--- src/rtl/msg_pkg.sv ---
// msg_pkg
// Shared definitions for the market-feed arbiter slice: beat field widths,
// arbiter FSM state encodings and a helper for channel-index widths.
// No ports (package).
package msg_pkg;

  localparam int MSG_DATA_W  = 64;
  localparam int MSG_EMPTY_W = 3;

  typedef enum logic [1:0] {
    ST_IDLE  = 2'd0,
    ST_XFER  = 2'd1,
    ST_ABORT = 2'd2
  } arb_state_t;

  // Width of a channel index; never below one bit.
  function automatic int ch_width(input int n);
    return (n > 1) ? $clog2(n) : 1;
  endfunction

endpackage

--- src/rtl/msg_feed_arbiter_if.sv ---
// msg_feed_arbiter_if
// Bundles the NUM_CH Avalon-ST input channels, the merged output stream and
// the abort statistic pulse of the feed arbiter.
// Modports:
//   slave  - arbiter side: sinks the channel inputs, sources the merged stream
//   master - environment side: sources the channels, sinks the merged stream
// Parameter: NUM_CH - number of input channels.
interface msg_feed_arbiter_if
  import msg_pkg::*;
#(
  parameter int NUM_CH = 4
);

  localparam int CH_W = ch_width(NUM_CH);

  logic [NUM_CH-1:0]             in_valid;
  logic [NUM_CH-1:0]             in_ready;
  logic [MSG_DATA_W*NUM_CH-1:0]  in_data;
  logic [NUM_CH-1:0]             in_startofpacket;
  logic [NUM_CH-1:0]             in_endofpacket;
  logic [NUM_CH-1:0]             in_error;
  logic [MSG_EMPTY_W*NUM_CH-1:0] in_empty;

  logic                          out_valid;
  logic                          out_ready;
  logic [MSG_DATA_W-1:0]         out_data;
  logic                          out_startofpacket;
  logic                          out_endofpacket;
  logic                          out_error;
  logic [MSG_EMPTY_W-1:0]        out_empty;
  logic [CH_W-1:0]               out_channel;
  logic                          stat_abort;

  modport slave (
    input  in_valid, in_data, in_startofpacket, in_endofpacket, in_error, in_empty,
    output in_ready,
    output out_valid, out_data, out_startofpacket, out_endofpacket, out_error,
    output out_empty, out_channel, stat_abort,
    input  out_ready
  );

  modport master (
    output in_valid, in_data, in_startofpacket, in_endofpacket, in_error, in_empty,
    input  in_ready,
    input  out_valid, out_data, out_startofpacket, out_endofpacket, out_error,
    input  out_empty, out_channel, stat_abort,
    output out_ready
  );

endinterface

--- src/rtl/msg_feed_arbiter_rr_arbiter.sv ---
// rr_arbiter
// Combinational round-robin picker: returns the first requesting channel
// strictly after last_grant, wrapping modulo NUM_CH.
// Ports:
//   req        in   NUM_CH  request vector
//   last_grant in   CH_W    channel that finished most recently
//   any_req    out  1       at least one request present
//   pick       out  CH_W    winning channel (0 when no request)
module rr_arbiter
  import msg_pkg::*;
#(
  parameter int NUM_CH = 4,
  localparam int CH_W = ch_width(NUM_CH)
) (
  input  logic [NUM_CH-1:0] req,
  input  logic [CH_W-1:0]   last_grant,
  output logic              any_req,
  output logic [CH_W-1:0]   pick
);

  logic [CH_W-1:0] idx;

  // Scan from last_grant+1 around to last_grant itself, so the previous
  // owner is considered last and can never win twice over a waiting peer.
  always_comb begin
    any_req = 1'b0;
    pick    = '0;
    idx     = '0;
    for (int k = 1; k <= NUM_CH; k++) begin
      idx = CH_W'((int'(last_grant) + k) % NUM_CH);
      if (!any_req && req[idx]) begin
        any_req = 1'b1;
        pick    = idx;
      end
    end
  end

endmodule

--- src/rtl/msg_feed_arbiter.sv ---
// msg_feed_arbiter
// Packet-granular round-robin merge of NUM_CH Avalon-ST 64-bit feed channels
// onto one stream for the message extractor. A grant is held from SOP to EOP,
// orphan beats are drained while idle, and a packet whose source stalls for
// STALL_MAX cycles is closed with an error EOP beat.
// Ports:
//   clk   in  1  clock, all logic on posedge
//   reset in  1  synchronous active-high reset
//   bus   msg_feed_arbiter_if.slave  channel inputs, merged output, stat_abort
// Parameters: NUM_CH (2..16), STALL_MAX (0 disables watchdog), STALL_W.
module msg_feed_arbiter
  import msg_pkg::*;
#(
  parameter int NUM_CH    = 4,
  parameter int STALL_MAX = 255,
  parameter int STALL_W   = 8,
  localparam int CH_W     = ch_width(NUM_CH)
) (
  input logic               clk,
  input logic               reset,
  msg_feed_arbiter_if.slave bus
);

  arb_state_t         state, state_nxt;
  logic [CH_W-1:0]    grant, grant_nxt;
  logic [CH_W-1:0]    last_grant, last_grant_nxt;
  logic [STALL_W-1:0] stall_cnt, stall_nxt;

  logic [NUM_CH-1:0]      req;
  logic                   any_req;
  logic [CH_W-1:0]        pick;
  logic [MSG_DATA_W-1:0]  ch_data  [NUM_CH];
  logic [MSG_EMPTY_W-1:0] ch_empty [NUM_CH];

  for (genvar i = 0; i < NUM_CH; i++) begin : g_unpack
    assign ch_data[i]  = bus.in_data[i*MSG_DATA_W +: MSG_DATA_W];
    assign ch_empty[i] = bus.in_empty[i*MSG_EMPTY_W +: MSG_EMPTY_W];
  end

  assign req = bus.in_valid & bus.in_startofpacket;

  rr_arbiter #(.NUM_CH(NUM_CH)) u_rr (
    .req        (req),
    .last_grant (last_grant),
    .any_req    (any_req),
    .pick       (pick)
  );

  always_ff @(posedge clk) begin
    if (reset) begin
      state      <= ST_IDLE;
      grant      <= '0;
      last_grant <= CH_W'(NUM_CH - 1);
      stall_cnt  <= '0;
    end else begin
      state      <= state_nxt;
      grant      <= grant_nxt;
      last_grant <= last_grant_nxt;
      stall_cnt  <= stall_nxt;
    end
  end

  // Outputs are forced quiet while reset is high, since the state register
  // only clears on the following edge.
  always_comb begin
    state_nxt             = state;
    grant_nxt             = grant;
    last_grant_nxt        = last_grant;
    stall_nxt             = stall_cnt;
    bus.in_ready          = '0;
    bus.out_valid         = 1'b0;
    bus.out_data          = '0;
    bus.out_startofpacket = 1'b0;
    bus.out_endofpacket   = 1'b0;
    bus.out_error         = 1'b0;
    bus.out_empty         = '0;
    bus.out_channel       = grant;
    bus.stat_abort        = 1'b0;

    if (!reset) begin
      unique case (state)
        ST_IDLE: begin
          // Non-SOP beats are swallowed; SOP beats wait for a grant.
          bus.in_ready = bus.in_valid & ~bus.in_startofpacket;
          stall_nxt    = '0;
          if (any_req) begin
            grant_nxt = pick;
            state_nxt = ST_XFER;
          end
        end

        ST_XFER: begin
          bus.out_valid         = bus.in_valid[grant];
          bus.out_data          = ch_data[grant];
          bus.out_startofpacket = bus.in_startofpacket[grant];
          bus.out_endofpacket   = bus.in_endofpacket[grant];
          bus.out_error         = bus.in_error[grant];
          bus.out_empty         = ch_empty[grant];
          bus.in_ready[grant]   = bus.out_ready;
          // Only an idle source counts toward the watchdog; downstream
          // backpressure never does.
          if (bus.in_valid[grant]) begin
            stall_nxt = '0;
            if (bus.out_ready && bus.in_endofpacket[grant]) begin
              last_grant_nxt = grant;
              state_nxt      = ST_IDLE;
            end
          end else begin
            stall_nxt = stall_cnt + STALL_W'(1);
            if (STALL_MAX != 0 && stall_cnt == STALL_W'(STALL_MAX - 1)) begin
              state_nxt = ST_ABORT;
            end
          end
        end

        ST_ABORT: begin
          // Synthetic terminating beat; the source's leftovers are drained
          // later as orphans.
          bus.out_valid       = 1'b1;
          bus.out_endofpacket = 1'b1;
          bus.out_error       = 1'b1;
          if (bus.out_ready) begin
            bus.stat_abort = 1'b1;
            last_grant_nxt = grant;
            stall_nxt      = '0;
            state_nxt      = ST_IDLE;
          end
        end

        default: state_nxt = ST_IDLE;
      endcase
    end
  end

endmodule

--- src/flat_wrapper.sv ---
// flat-port wrapper written by rule: the top's interface ports become plain ports
module msg_feed_arbiter_flat import msg_pkg::*;
#(
  parameter int NUM_CH    = 4,
  parameter int STALL_MAX = 255,
  parameter int STALL_W   = 8,
  localparam int CH_W     = ch_width(NUM_CH)
)
  (clk, reset, bus_in_valid, bus_in_data, bus_in_startofpacket, bus_in_endofpacket, bus_in_error, bus_in_empty, bus_in_ready, bus_out_valid, bus_out_data, bus_out_startofpacket, bus_out_endofpacket, bus_out_error, bus_out_empty, bus_out_channel, bus_stat_abort, bus_out_ready);
  msg_feed_arbiter_if #(.NUM_CH(NUM_CH)) bus_i ();
  input logic clk;
  input logic reset;
  input wire logic [$bits(bus_i.in_valid)-1:0] bus_in_valid;
  input wire logic [$bits(bus_i.in_data)-1:0] bus_in_data;
  input wire logic [$bits(bus_i.in_startofpacket)-1:0] bus_in_startofpacket;
  input wire logic [$bits(bus_i.in_endofpacket)-1:0] bus_in_endofpacket;
  input wire logic [$bits(bus_i.in_error)-1:0] bus_in_error;
  input wire logic [$bits(bus_i.in_empty)-1:0] bus_in_empty;
  output wire logic [$bits(bus_i.in_ready)-1:0] bus_in_ready;
  output wire logic [$bits(bus_i.out_valid)-1:0] bus_out_valid;
  output wire logic [$bits(bus_i.out_data)-1:0] bus_out_data;
  output wire logic [$bits(bus_i.out_startofpacket)-1:0] bus_out_startofpacket;
  output wire logic [$bits(bus_i.out_endofpacket)-1:0] bus_out_endofpacket;
  output wire logic [$bits(bus_i.out_error)-1:0] bus_out_error;
  output wire logic [$bits(bus_i.out_empty)-1:0] bus_out_empty;
  output wire logic [$bits(bus_i.out_channel)-1:0] bus_out_channel;
  output wire logic [$bits(bus_i.stat_abort)-1:0] bus_stat_abort;
  input wire logic [$bits(bus_i.out_ready)-1:0] bus_out_ready;
  assign bus_i.in_valid = bus_in_valid;
  assign bus_i.in_data = bus_in_data;
  assign bus_i.in_startofpacket = bus_in_startofpacket;
  assign bus_i.in_endofpacket = bus_in_endofpacket;
  assign bus_i.in_error = bus_in_error;
  assign bus_i.in_empty = bus_in_empty;
  assign bus_in_ready = bus_i.in_ready;
  assign bus_out_valid = bus_i.out_valid;
  assign bus_out_data = bus_i.out_data;
  assign bus_out_startofpacket = bus_i.out_startofpacket;
  assign bus_out_endofpacket = bus_i.out_endofpacket;
  assign bus_out_error = bus_i.out_error;
  assign bus_out_empty = bus_i.out_empty;
  assign bus_out_channel = bus_i.out_channel;
  assign bus_stat_abort = bus_i.stat_abort;
  assign bus_i.out_ready = bus_out_ready;
  msg_feed_arbiter #(.NUM_CH(NUM_CH), .STALL_MAX(STALL_MAX), .STALL_W(STALL_W)) u_core (.clk(clk), .reset(reset), .bus(bus_i));
endmodule
--- config.mk ---
export PLATFORM = sky130hd
export DESIGN_NAME = msg_feed_arbiter_flat
export DESIGN_NICKNAME = d
export VERILOG_FILES = /design/src/rtl/msg_pkg.sv /design/src/rtl/msg_feed_arbiter_if.sv /design/src/rtl/msg_feed_arbiter_rr_arbiter.sv /design/src/rtl/msg_feed_arbiter.sv /design/src/flat_wrapper.sv
export SDC_FILE = /design/constraint.sdc
export NUM_CORES = 1
export LEC_CHECK = 0
export ABC_AREA = 1
export CAP_MARGIN = 20
export CORE_ASPECT_RATIO = 0.5
export CORE_MARGIN = 10
export CORE_UTILIZATION = 23
export DETAILED_ROUTE_END_ITERATION = 7
export GPL_TIMING_DRIVEN = 0
export PLACE_DENSITY = 0.84
export RECOVER_POWER = 25
export SETUP_SLACK_MARGIN = 0.15
export SLEW_MARGIN = 20
export SYNTH_ARGS = -nofsm -noshare
export SYNTH_HDL_FRONTEND = slang
export SYNTH_SLANG_ARGS = --single-unit
--- constraint.sdc ---
create_clock -name clk -period 1.9 [get_ports clk]
set_input_delay 0.475 -clock clk [delete_from_list [all_inputs] [get_ports clk]]
set_output_delay 0.475 -clock clk [all_outputs]
set_load 0.01 [all_outputs]
**Word level (Yosys, flattened, before mapping)**

Cells that the tools add are included.

- Output and inout port bits: 78
- Word-level logic and storage cells: 107
- Input bits: 287
- Flip-flop bits (word level): 14

- Reductions and logical operators: 15
- Add/sub/neg operators: 5
- $lt $le $gt $ge: 7
- Muxes and demuxes: 62
- Bitwise logic cells: 5
- Eq/ne operators: 9

Operators by type and width:

| operator | count |
|---|---|
| 64-bit 2-to-1 mux | 4 |
| 64-bit binary-select mux with 2-bit select | 1 |
| 2-bit 2-to-1 mux | 12 |
| 8-bit one-hot mux with 3 select lines | 1 |
| 1-bit 2-to-1 mux | 21 |
| 1-bit binary-select mux with 2-bit select | 8 |
| 8-bit 2-to-1 mux | 2 |
| 2-bit by 3-bit less-than comparator with 1-bit output, second input constant | 5 |
| 4-bit AND | 3 |
| 3-bit 2-to-1 mux | 4 |
| 8-bit by 1-bit adder with 8-bit output, second input constant | 1 |
| 8-bit equality test, second input constant | 1 |
| 4-bit one-hot mux with 2 select lines | 1 |
| 4-bit AND reduction | 2 |
| 3-bit binary-select mux with 2-bit select | 1 |
| 2-bit by 1-bit != test with 1-bit output, second input constant | 3 |
| 1-bit one-hot mux with 2 select lines | 3 |
| 2-bit one-hot mux with 3 select lines | 1 |
| 1-bit logical AND | 5 |
| 2-bit by 1-bit adder with 2-bit output, second input constant | 2 |
| 2-bit adder, second input constant | 2 |
| 4-bit 2-to-1 mux | 1 |
| 4-bit NOT | 1 |
| 2-bit one-hot mux with 2 select lines | 1 |
| other kinds (14) | 17 |

**Longest topological paths before layout**

- Depth after elaboration: 15
- Mapped depth: 13
- Gate-level depth less buffers: 12

**Cells and area by module**

A second synthesis with hierarchy kept.

- Cells, all modules: 518
- Area total of the unflattened synthesis: 2902.8 um2

By module, submodules not included:

| module | instances | seq. area each (um2) | cells an instance | area an instance (um2) |
|---|---|---|---|---|
| msg_feed_arbiter | 1 | 280.3 | 469 | 2612.5 |
| rr_arbiter | 1 | 0.0 | 49 | 290.3 |

**Worst setup path after synthesis**

No wires, ideal clock.

- Path type: reg2out
- Start: register u_core.state[1]
- End: output bus_out_data[36]
- Arrival: 1.479 ns
- Path buffers: 3
- Required time: 1.425 ns
- Path slack: -0.054 ns
- Cell stages (with the launch flop): 8
- Cell sequence: dfxtp_1 inv_1 ha_1 clkbuf_1 nand2_1 buf_2 buf_1 a21oi_1

- Longest elaborated chain between the ends: 3

RTL lines:

| what | line | text |
|---|---|---|
| from (decl) | msg_feed_arbiter.sv:24 | `arb_state_t state, state_nxt;` |
| from (signal assigned) | msg_feed_arbiter.sv:56 | `state <= state_nxt;` |
| 2-bit by 1-bit equality test with 1-bit output | msg_feed_arbiter.sv:81 | `unique case (state)` |
| 64-bit 2-to-1 mux | msg_feed_arbiter.sv:81 |  |
| 64-bit 2-to-1 mux | msg_feed_arbiter.sv:80 | `if (!reset) begin` |
| to (decl) | flat_wrapper.sv:21 | `output wire logic [$bits(bus_i.out_data)-1:0] bus_out_data;` |

Every way passes these cells.

**Worst setup path after layout**

- Start: register u_core.grant[1] (netlist: u_core.bus.out_channel[1])
- End: output bus_out_valid

- Longest elaborated chain between the ends: 4

RTL lines:

| what | line | text |
|---|---|---|
| from (decl) | msg_feed_arbiter.sv:25 | `logic [CH_W-1:0] grant, grant_nxt;` |
| from (signal assigned) | msg_feed_arbiter.sv:57 | `grant <= grant_nxt;` |
| 1-bit binary-select mux with 2-bit select | msg_feed_arbiter.sv:93 | `bus.out_valid = bus.in_valid[grant];` |
| 1-bit 2-to-1 mux (not written as such) | msg_feed_arbiter.sv:93 |  |
| 1-bit one-hot mux with 2 select lines | msg_feed_arbiter.sv:81 |  |
| 1-bit 2-to-1 mux | msg_feed_arbiter.sv:80 |  |
| to (decl) | flat_wrapper.sv:20 | `output wire logic [$bits(bus_i.out_valid)-1:0] bus_out_valid;` |

Every way passes these cells. The select of a mux whose other input is x is not followed.

==> summary.md <==
| Metric | Value |
|---|---|
| Arr. time, crit path | `around 1.7 ns` |
| Max-Cap Viols | `0` |
| Clk sinks | `14` |
| CP Capture Type | `output port` |
| Netlist cell types | `30` |
| Setup TNS | `-12.00 ns` |
| FMAX | `around 460 MHz` |
| DP Worst Slack | `-0.977 ns` |
| Reg area | `roughly 290 sq um` |
| Hold buffer count at cts | `0` |
| Total CTS buffers | `3` |
| Final Hold Fails | `0` |
| Synth Register Bits | `14` |
| Failing checks | `setup timing` |
| Routed vias/inst | `just under 6` |
| Die ar. | `~17000 sq um` |
| Vias | `~5900` |
| Max VDD drop | `approximately 0.00050 V` |
| DRC | `0` |
| Area of the multi-input gates | `a little over 3000 sq um` |
| Setup violators final | `75` |
| DR WL/cell | `between 20 and 30 um` |
| H-tree depth | `1` |
| CP delay by family, top | `buffers and inverters` |
| CTS tree | `yes` |
| Worst Slack Setup Final | `-0.254 ns` |
| Worst-margin pin slew | `between 0.3 and 0.4 ns` |
| Crit start category | `flop` |
| Layout cells sized above 1 | `a little over two fifths` |
| IO buf count | `~360` |
| Mapped Nets | `around 740` |
| Top-level I/O count | `around 370` |
| Initial DRC Count | `636` |
| Fin crit share | `113%` |
| Number of fill cells | `725` |
| Register area share after synthesis | `~10%` |
| HPWL Detailed | `~21000 um` |
| RSZ-0062 raised after global routing | `yes` |
| WHS | `~0.52 ns` |
| Initial Util | `24.0%` |
| Initial antenna violation count | `0` |
| Clock skew | `between 0.001 and 0.0015 ns` |
| Worst skew pair latency | `roughly 0.24 ns` |
| Worst slew margin | `between 70% and 80%` |
| Leakage power total | `between 3 and 4 nW` |
| Most used DFF post-synth | `dfxtp_1` |
| Syn. warnings | `0` |
| Die width | `roughly 170 um` |
| Crit path max fanout | `6` |
| Slowest CP cell | `dfxtp_4` |
| Routed Antenna Nets | `0` |
| CP Class | `flop to output port` |
| Synth top area cells | `a22oi_1 (38%), a21oi_1 (15%), dfxtp_1 (10%)` |
| Synthesized instance count | `approximately 440` |
| GRT Residual Overflow | `0` |
| Most common cell in the netlist | `a22oi_1` |
| Final-stage net count | `1149` |
| Outcome | `finished, violations left` |
| CP peak stage delay | `about 0.4 ns` |
| Diode count | `0` |
| Buf+Inv Stages, Crit Path | `3` |
| Root Buffer | `clkbuf_16` |
| Largest net degree at the start of global routing | `11` |
| Slew Limit Fails | `0` |
| Area leader, netlist | `a22oi_1` |
| Post-synth top cells | `a22oi_1 (136), a21oi_1 (79), nand2_1 (74), clkbuf_1 (29), inv_1 (23)` |
| Cell area after synthesis | `roughly 2700 sq um` |
| Number of global-route vias before repair | `roughly 5700` |
| Pwr/cell area | `roughly 940 nW/um^2` |
| Synth top area share | `37.9%` |
| Design Power | `a little under 8 mW` |
| Worst-path clk slew | `approximately 0.050 ns` |
| Tot GR Track Use | `28.8%` |
| Die Y | `~97 um` |
| Core area | `roughly 11000 sq um` |
| Critical-path cell list | `inv_4, nor2_4, buf_6, a21oi_2, nand2_2, nand2_2, a21oi_2, buf_2` |
| Drt total wl | `around 29000 um` |
| Tmin final | `~2.2 ns` |
| Asr flop ratio synth | `0%` |
| Layout Utilization | `74.4%` |
| Post-synth EDFFs | `0` |
| # rows | `27` |
| Layout area overhead | `210%` |
| Clock buffer depth | `2` |
| GP Congestion | `between 0.9 and 1` |
| First-pass GRT wire length | `~37000 um` |
| CP required | `roughly 1.4 ns` |
| Worst hold path class | `flop to flop` |
| Drt first pass iters | `8` |
| Avg Cell Area, Syn | `6.07 sq um` |
## where the power goes
group / internal [mW] / switching, mW / total [mW]
sequential: 0.367 / 0.0948 / 0.462
combinational: 3.41 / 3.58 / 6.99
clock: 0.275 / 0.118 / 0.394
total: 4.05 / 3.80 / 7.84
## tightest hold or removal path, cell delays in order (launching register included)
cell,delay [ns]
dfxtp_1,0.32
nand2_1,0.08
a21oi_1,0.06
## worst paths after layout
check                       startpoint                         to  slack [ns]  cells after the start
max reg2reg       u_core.last_grant[1]  u_core.bus.out_channel[1]        0.13                     12
min                u_core.stall_cnt[7]        u_core.stall_cnt[7]        0.52                      2
min reg2reg        u_core.stall_cnt[7]        u_core.stall_cnt[7]        0.52                      2
max          u_core.bus.out_channel[1]              bus_out_valid       -0.25                      8
## cell families (layout without fill, tap and decap cells)
family / after synthesis / in the layout / synth area share (%)
compound gates: 228 / 228 / 56.0
simple gates: 129 / 129 / 20.8
buf+inv: 66 / 476 / 9.75
flops: 14 / 14 / 10.4
fa+ha+maj: 6 / 6 / 2.79
xor+xnor: 1 / 1 / 0.325
## through the flow
| stage | instance area, sq um | cells |
|---|---|---|
| finish | 8350 | 1013 |
| detailed placement | 6660 | 966 |
| CTS | 7950 | 1001 |
| global route | 8350 | 1013 |
| global placement | 6660 | 966 |
| floorplan | 2830 | 444 |
## cell usage in the layout, fill, tap and decap left out, types with 2 or more instances in the layout
cell type	synthesis	layout
a21oi_1	79	23
nor2_1	22	21
o21ai_0	4	2
dlymetal6s2s_1	0	2
clkdlybuf4s50_1	0	276
inv_2	4	5
clkbuf_8	0	10
buf_2	6	45
ha_4	0	3
a22oi_2	0	102
dlygate4sd2_1	0	7
nor2_2	3	2
inv_1	23	17
nand3_1	14	11
buf_6	0	16
nand2_2	0	10
a21oi_2	1	50
a21oi_4	0	7
ha_1	6	3
buf_16	0	3
buf_8	0	11
nand2_1	74	59
clkbuf_16	0	19
nor3_1	4	4
nand2_4	0	4
a22oi_1	136	34
nand3_2	0	3
nand4_1	6	6
buf_4	2	51
clkbuf_4	0	2
o211ai_1	2	2
buf_12	0	7
inv_4	0	3
dfxtp_4	0	3
nor2_4	2	4
dfxtp_1	14	10
o21ai_2	2	3
## flip-flops by register name, indices dropped and copies added, names as in the netlist
signal                  cells
u_core.last_grant           2
u_core.bus.out_channel      2
u_core.state                2
u_core.stall_cnt            8
## cell type report
class / count / share of cell area [%]
Buffer: 38 / 7.89
Clock buffer: 3 / 0.900
Inverter: 27 / 1.45
Multi-Input combinational cell: 364 / 36.9
Sequential cell: 14 / 3.51
Tap cell: 159 / 2.38
Timing Repair Buffer: 408 / 47.0
## per-layer routing
metal	vias to the layer above	global-route usage, %	share of wire (%)
li1	2521	-	-
met1	2800	32.0	35
met2	432	52.8	51
met3	115	6.35	8.1
met4	0	14.0	5.4
met5	-	0	0
## what timing repair did
action                                  in CTS  in global routing
setup buffers                               23                  9
resized for setup                          600                 81
pin swaps                                   75                 48
hold endpoints to repair                     0                  0
endpoints found under the setup margin      80                 89
gates cloned                                10                  3
No activity file was read; power rests on OpenSTA's default activity.
